<file path="config.mk">
export PLATFORM = sky130hd
export DESIGN_NAME = stumps_bist_ctrl
export DESIGN_NICKNAME = d
export VERILOG_FILES = /design/src/rtl/stumps_bist_ctrl.sv
export SDC_FILE = /design/constraint.sdc
export NUM_CORES = 1
export LEC_CHECK = 0
export CORE_MARGIN = 4
export CORE_UTILIZATION = 45
export DETAILED_ROUTE_END_ITERATION = 10
export GPL_TIMING_DRIVEN = 0
export PLACE_DENSITY = 0.8
export SYNTH_ARGS = -nofsm -noshare
export SYNTH_HDL_FRONTEND = slang
export SYNTH_SLANG_ARGS = --single-unit
</file>
<file path="constraint.sdc">
create_clock -name i_clk -period 3.1 [get_ports i_clk]
set_clock_uncertainty 0.1 [all_clocks]
set_input_delay 0.465 -clock i_clk [delete_from_list [all_inputs] [get_ports i_clk]]
set_output_delay 0.465 -clock i_clk [all_outputs]
set_load 0.005 [all_outputs]
</file>
<file path="src/rtl/stumps_bist_ctrl.sv">
// STUMPS self-test engine: LFSR stimulus into NUM_CHAINS scan chains, shift/capture sequencing, MISR compaction, golden compare.
// Latency: with start sampled at edge E, done rises at edge E + NUM_PATTERNS*(CHAIN_LEN+1) + CHAIN_LEN.
// Backpressure: none; start is ignored while busy, abort (higher priority than start) returns to IDLE on the next edge.
//
// Ports:
//   i_clk, i_rst        clock; asynchronous active-high reset
//   i_start, i_abort    run request (sampled in IDLE/DONE); synchronous abort
//   i_golden_sig        expected final signature
//   i_scan_out          chain outputs from the CUT (compacted by the MISR)
//   o_tc                0 = shift, 1 = functional capture
//   o_scan_en           high on shift cycles (SHIFT or FLUSH)
//   o_scan_in           chain inputs to the CUT (LFSR low bits during SHIFT, else 0)
//   o_busy, o_done      run in progress / run complete
//   o_pass              valid while done; 1 iff signature matches i_golden_sig
//   o_signature         current MISR contents
//   o_pattern_cnt       patterns captured so far
module stumps_bist_ctrl #(
  parameter int                NUM_CHAINS   = 3,
  parameter int                CHAIN_LEN    = 3,
  parameter int                NUM_PATTERNS = 12,
  parameter int                LFSR_W       = 16,
  parameter logic [LFSR_W-1:0] LFSR_POLY    = 16'hB400,
  parameter logic [LFSR_W-1:0] LFSR_SEED    = 16'h0001,
  parameter int                MISR_W       = 16,
  parameter logic [MISR_W-1:0] MISR_POLY    = 16'hB400,
  parameter int                CNT_W        = 16
) (
  input  logic                  i_clk,
  input  logic                  i_rst,
  input  logic                  i_start,
  input  logic                  i_abort,
  input  logic [MISR_W-1:0]     i_golden_sig,
  input  logic [NUM_CHAINS-1:0] i_scan_out,
  output logic                  o_tc,
  output logic                  o_scan_en,
  output logic [NUM_CHAINS-1:0] o_scan_in,
  output logic                  o_busy,
  output logic                  o_done,
  output logic                  o_pass,
  output logic [MISR_W-1:0]     o_signature,
  output logic [CNT_W-1:0]      o_pattern_cnt
);

  localparam int                SC_W       = (CHAIN_LEN > 1) ? $clog2(CHAIN_LEN) : 1;
  localparam logic [SC_W-1:0]   LAST_SHIFT = SC_W'(CHAIN_LEN - 1);
  localparam logic [CNT_W-1:0]  NP_C       = CNT_W'(NUM_PATTERNS);

  typedef enum logic [2:0] {
    S_IDLE,
    S_SHIFT,
    S_CAPTURE,
    S_FLUSH,
    S_DONE
  } state_t;

  state_t            r_state;
  state_t            w_state_nxt;
  logic [LFSR_W-1:0] r_lfsr;
  logic [MISR_W-1:0] r_misr;
  logic [SC_W-1:0]   r_shift_cnt;
  logic [CNT_W-1:0]  r_pattern_cnt;

  logic              w_start_run;
  logic              w_shift_step;
  logic              w_flush_step;
  logic              w_capture;
  logic              w_last_shift;
  logic [CNT_W-1:0]  w_pcnt_inc;
  logic [LFSR_W-1:0] w_lfsr_nxt;
  logic [MISR_W-1:0] w_misr_nxt;
  logic [MISR_W-1:0] w_scan_ext;

  assign w_last_shift = (r_shift_cnt == LAST_SHIFT);
  assign w_pcnt_inc   = r_pattern_cnt + CNT_W'(1);
  assign w_lfsr_nxt   = {r_lfsr[LFSR_W-2:0], ^(r_lfsr & LFSR_POLY)};
  assign w_misr_nxt   = {r_misr[MISR_W-2:0], ^(r_misr & MISR_POLY)} ^ w_scan_ext;

  // Zero-extend the chain outputs into MISR width (works when NUM_CHAINS == MISR_W too).
  always_comb begin
    w_scan_ext                 = '0;
    w_scan_ext[NUM_CHAINS-1:0] = i_scan_out;
  end

  always_ff @(posedge i_clk or posedge i_rst) begin
    if (i_rst) begin
      r_state <= S_IDLE;
    end else begin
      r_state <= w_state_nxt;
    end
  end

  always_comb begin
    w_state_nxt  = r_state;
    w_start_run  = 1'b0;
    w_shift_step = 1'b0;
    w_flush_step = 1'b0;
    w_capture    = 1'b0;
    o_tc         = 1'b0;
    o_scan_en    = 1'b0;
    o_busy       = 1'b0;
    o_done       = 1'b0;
    unique case (r_state)
      S_IDLE: begin
        if (i_start) begin
          w_state_nxt = S_SHIFT;
          w_start_run = 1'b1;
        end
      end
      S_SHIFT: begin
        o_scan_en    = 1'b1;
        o_busy       = 1'b1;
        w_shift_step = 1'b1;
        if (w_last_shift) begin
          w_state_nxt = S_CAPTURE;
        end
      end
      S_CAPTURE: begin
        o_tc      = 1'b1;
        o_busy    = 1'b1;
        w_capture = 1'b1;
        w_state_nxt = (w_pcnt_inc == NP_C) ? S_FLUSH : S_SHIFT;
      end
      S_FLUSH: begin
        o_scan_en    = 1'b1;
        o_busy       = 1'b1;
        w_flush_step = 1'b1;
        if (w_last_shift) begin
          w_state_nxt = S_DONE;
        end
      end
      S_DONE: begin
        o_done = 1'b1;
        if (i_start) begin
          w_state_nxt = S_SHIFT;
          w_start_run = 1'b1;
        end
      end
      default: begin
        w_state_nxt = S_IDLE;
      end
    endcase
    // Abort beats start and freezes the datapath so signature/pattern_cnt hold.
    if (i_abort) begin
      w_state_nxt  = S_IDLE;
      w_start_run  = 1'b0;
      w_shift_step = 1'b0;
      w_flush_step = 1'b0;
      w_capture    = 1'b0;
    end
  end

  always_ff @(posedge i_clk or posedge i_rst) begin
    if (i_rst) begin
      r_lfsr        <= LFSR_SEED;
      r_misr        <= '0;
      r_shift_cnt   <= '0;
      r_pattern_cnt <= '0;
    end else if (w_start_run) begin
      r_lfsr        <= LFSR_SEED;
      r_misr        <= '0;
      r_shift_cnt   <= '0;
      r_pattern_cnt <= '0;
    end else begin
      if (i_abort) begin
        r_shift_cnt <= '0;
      end
      if (w_shift_step) begin
        r_lfsr <= w_lfsr_nxt;
        // The first load unloads uninitialised chain contents; don't compact it.
        if (r_pattern_cnt != '0) begin
          r_misr <= w_misr_nxt;
        end
      end
      if (w_flush_step) begin
        r_misr <= w_misr_nxt;
      end
      if (w_shift_step || w_flush_step) begin
        r_shift_cnt <= w_last_shift ? '0 : r_shift_cnt + SC_W'(1);
      end
      if (w_capture) begin
        r_pattern_cnt <= w_pcnt_inc;
      end
    end
  end

  assign o_scan_in     = (r_state == S_SHIFT) ? r_lfsr[NUM_CHAINS-1:0] : '0;
  assign o_pass        = o_done && (r_misr == i_golden_sig);
  assign o_signature   = r_misr;
  assign o_pattern_cnt = r_pattern_cnt;

endmodule

</file>
==> impl_metrics.csv <==
group,metric,value,unit
outcome,outcome,"finished clean",
yosys,ys_seq_elements,53,
drt,antenna_left,0,
die,start_util,0.468,
final_layout,regArea,1330,um2
drt,drc_errors,0,
critical_path,required,2.53,ns
clocking,htree_levels,2,
timing,setup_violations,0,
yosys,yosysUniqueCellTypes,44,
timing,fin_setup_tns,0,ns
critical_path,critPathLaunchType,"primary input",
yosys,ys_async_sr_fraction,1.00,
timing,grt_setup_unrepaired,"no",
critical_path,cp.buffers_inverters,2,
critical_path,cpMostUsedCell,"clkdlybuf4s50_1",
min_path,holdPathStages,1,
critical_path,reg2reg_depth,6,
drt,num_vias,2528,
final_layout,diodes,0,
die,boundaryPins,63,
drt,routed_wl,6920,um
drt,drtIter0Drc,146,
placement,hpwl,5060,um
timing,worstMarginPinSlew,0.655,ns
clocking,cts_tree,"yes",
timing,fmax,364,MHz
pwr,leakage,0.00162,uW
critical_path,rrSetupSlack,0.78,ns
global_route,grt_pass1_vias,2415,
drt,dr.pass1.iters,4,
clocking,cts_hold_buf,0,
clocking,cts.sinks,53,
timing,timing.final.crit_share,0.885,
clocking,cts_buffer_depth,2,
critical_path,worstPathMaxFanout,1,
critical_path,r2r_start,"r_state[2]",
yosys,syn_area_per_cell,9.64,um2
global_route,grt_pass1_wl,11900,um
clocking,cts_buffers,5,
pwr,finalPower,2040,uW
pwr,ir_worst_vdd,0.258,mV
global_route,grt-ovfl-total,0,
final_layout,area.growth.synth_to_final,28.3,%
timing,slew_violations,0,
yosys,synthTopCellsByCount,"dfrtp_1, nand2_1, nor2_1",
yosys,synth_cells,312,
die,dieArea,8050,um2
clocking,insertion_delay,0.31,ns
critical_path,crit_type,"in2out",
die,die_y,89.7,um
clocking,cts_setup_buffers,0,
yosys,ys_warn_count,0,
placement,port_buffers,62,
drt,vias_per_cell,5.50,
yosys,synth-edff-count,0,
timing,hold_violations,0,
critical_path,path_depth,6,
pwr,p_per_area,530,nW/um2
critical_path,reg2reg_to,"o_pattern_cnt[7]",
min_path,hold_start,"r_lfsr[11]",
yosys,synth_area,3010,um2
critical_path,max_stage_delay,0.52,ns
critical_path,critical_path.cell_chain,"clkdlybuf4s50_1 > xor2_1 > nor4_1 > nand4_1 > nor3_1 > clkdlybuf4s50_1",
yosys,synth-main-ff-cell,"dfrtp_1",
final_layout,nets,408,
global_route,antenna_found_initial,0,
clocking,root_buffer,"clkbuf_8",
yosys,synth_nets,338,
drt,routedWlPerCell,15.0,um
clocking,cts_resized,0,
clocking,path_clk_slew,0.10,ns
yosys,synth_area_leaders,"dfrtp_1, xnor2_1, mux2i_1, a22o_1, o21ai_0",
placement,place_congestion,0.906,
final_layout,fillers,546,
timing,period_needed,2.74,ns
critical_path,cp_top_family,"buffers and inverters",
min_path,hold_class,"reg2reg",
final_layout,drive_gt1_frac,0.0888,
die,std_cell_rows,29,
yosys,yosysMostFrequentCell,"dfrtp_1",
critical_path,end_kind,"primary output",
timing,relSlewSlack,0.561,
global_route,grt_max_degree,30,
critical_path,slowest_stage,"clkdlybuf4s50_1",
yosys,yosysTopAreaCell,"dfrtp_1",
final_layout,multi_input_area,1500,um2
yosys,yosysSeqAreaShare,0.442,
die,die_w,89.7,um
critical_path,crit_arrival,2.18,ns
global_route,grtUsageTotal,0.178,
yosys,synth_top_area_share,0.433,
min_path,min_to,"r_lfsr[11]",
job,maxCapViolations,0,
die,core_area,6420,um2
[logic make-up (layout without fill, tap and decap cells)]
kind of cell	Yosys count	in the layout	synth area share
muxes	18	18	0.0649
DFF	53	53	0.442
and+or+nand+nor	111	111	0.194
AOI/OAI and AO/OA	57	57	0.132
buffers and inverters	37	108	0.0595
adders and majority gates	3	3	0.0125
xor gates and xnor gates	33	33	0.0961
[where the power goes]
group	internal (uW)	leakage [uW]	switching (uW)	total, uW
Sequential	798	0.000719	141	938
Clock	242	0.0000543	232	474
Combinational	390	0.000846	241	631
Total	1430	0.00162	614	2040
[worst max-delay path by stage]
stage / start / to / slack (ns)
after global routing: i_golden_sig[11] / o_pass / 0.25
final: i_golden_sig[11] / o_pass / 0.36
after detailed placement: i_golden_sig[11] / o_pass / 0.33
after floorplan: r_state[1] / o_signature[0] / 1.16
after CTS: i_golden_sig[11] / o_pass / 0.33
after global placement: i_rst / o_pattern_cnt[6] / 0.26
[area by class of cell]
| type | instances | share of cell area |
|---|---|---|
| inverter | 18 | 0.0175 |
| multi-input combinational | 222 | 0.389 |
| clock inverter | 3 | 0.0120 |
| timing repair buffer | 63 | 0.166 |
| clock buffer | 5 | 0.0178 |
| tap | 77 | 0.0250 |
| sequential | 53 | 0.344 |
| buffer | 19 | 0.0289 |
[sequential cells by signal (all words and copies together), names as in the netlist]
name / cells
o_signature: 16
r_shift_cnt: 2
r_lfsr: 16
r_state: 3
o_pattern_cnt: 16
[metal layers]
layer,track usage,share of wire,up-vias
met1,0.245,0.46,1192
met3,0.0467,0.066,10
met4,0.0498,0.014,0
met2,0.279,0.46,99
met5,0,0,-
li1,-,-,1227
[through the flow]
stage               hold slack (ns)  cell area (um2)  utilization  setup WS, ns  cells
global placement              0.376             3720        0.580         0.260    451
global route                  0.433             3860        0.601         0.245    460
finish                        0.415             3860        0.601         0.356    460
CTS                           0.415             3860        0.601         0.328    460
detailed placement            0.382             3740        0.583         0.335    452
floorplan                     0.366             3010            -          1.16    312
[cells in the final DEF (no fill, tap or decap), drive strengths merged, types with 3 or more instances in the layout]
cell type and count:
buf 11, nand2b 4, nor4 8, and2 4
mux2 3, xnor2 23, nor2 28, mux2i 15
nand2 28, nor3 11, nand4 8, o31ai 4
clkbuf 14, a31oi 5, a22o 15, clkdlybuf4s50 62
xor2 10, dfrtp 52, and3 3, a21oi 4
inv 18, o21ai 22, ha 3, nand3 8
No activity file was read; power rests on OpenSTA's default activity.
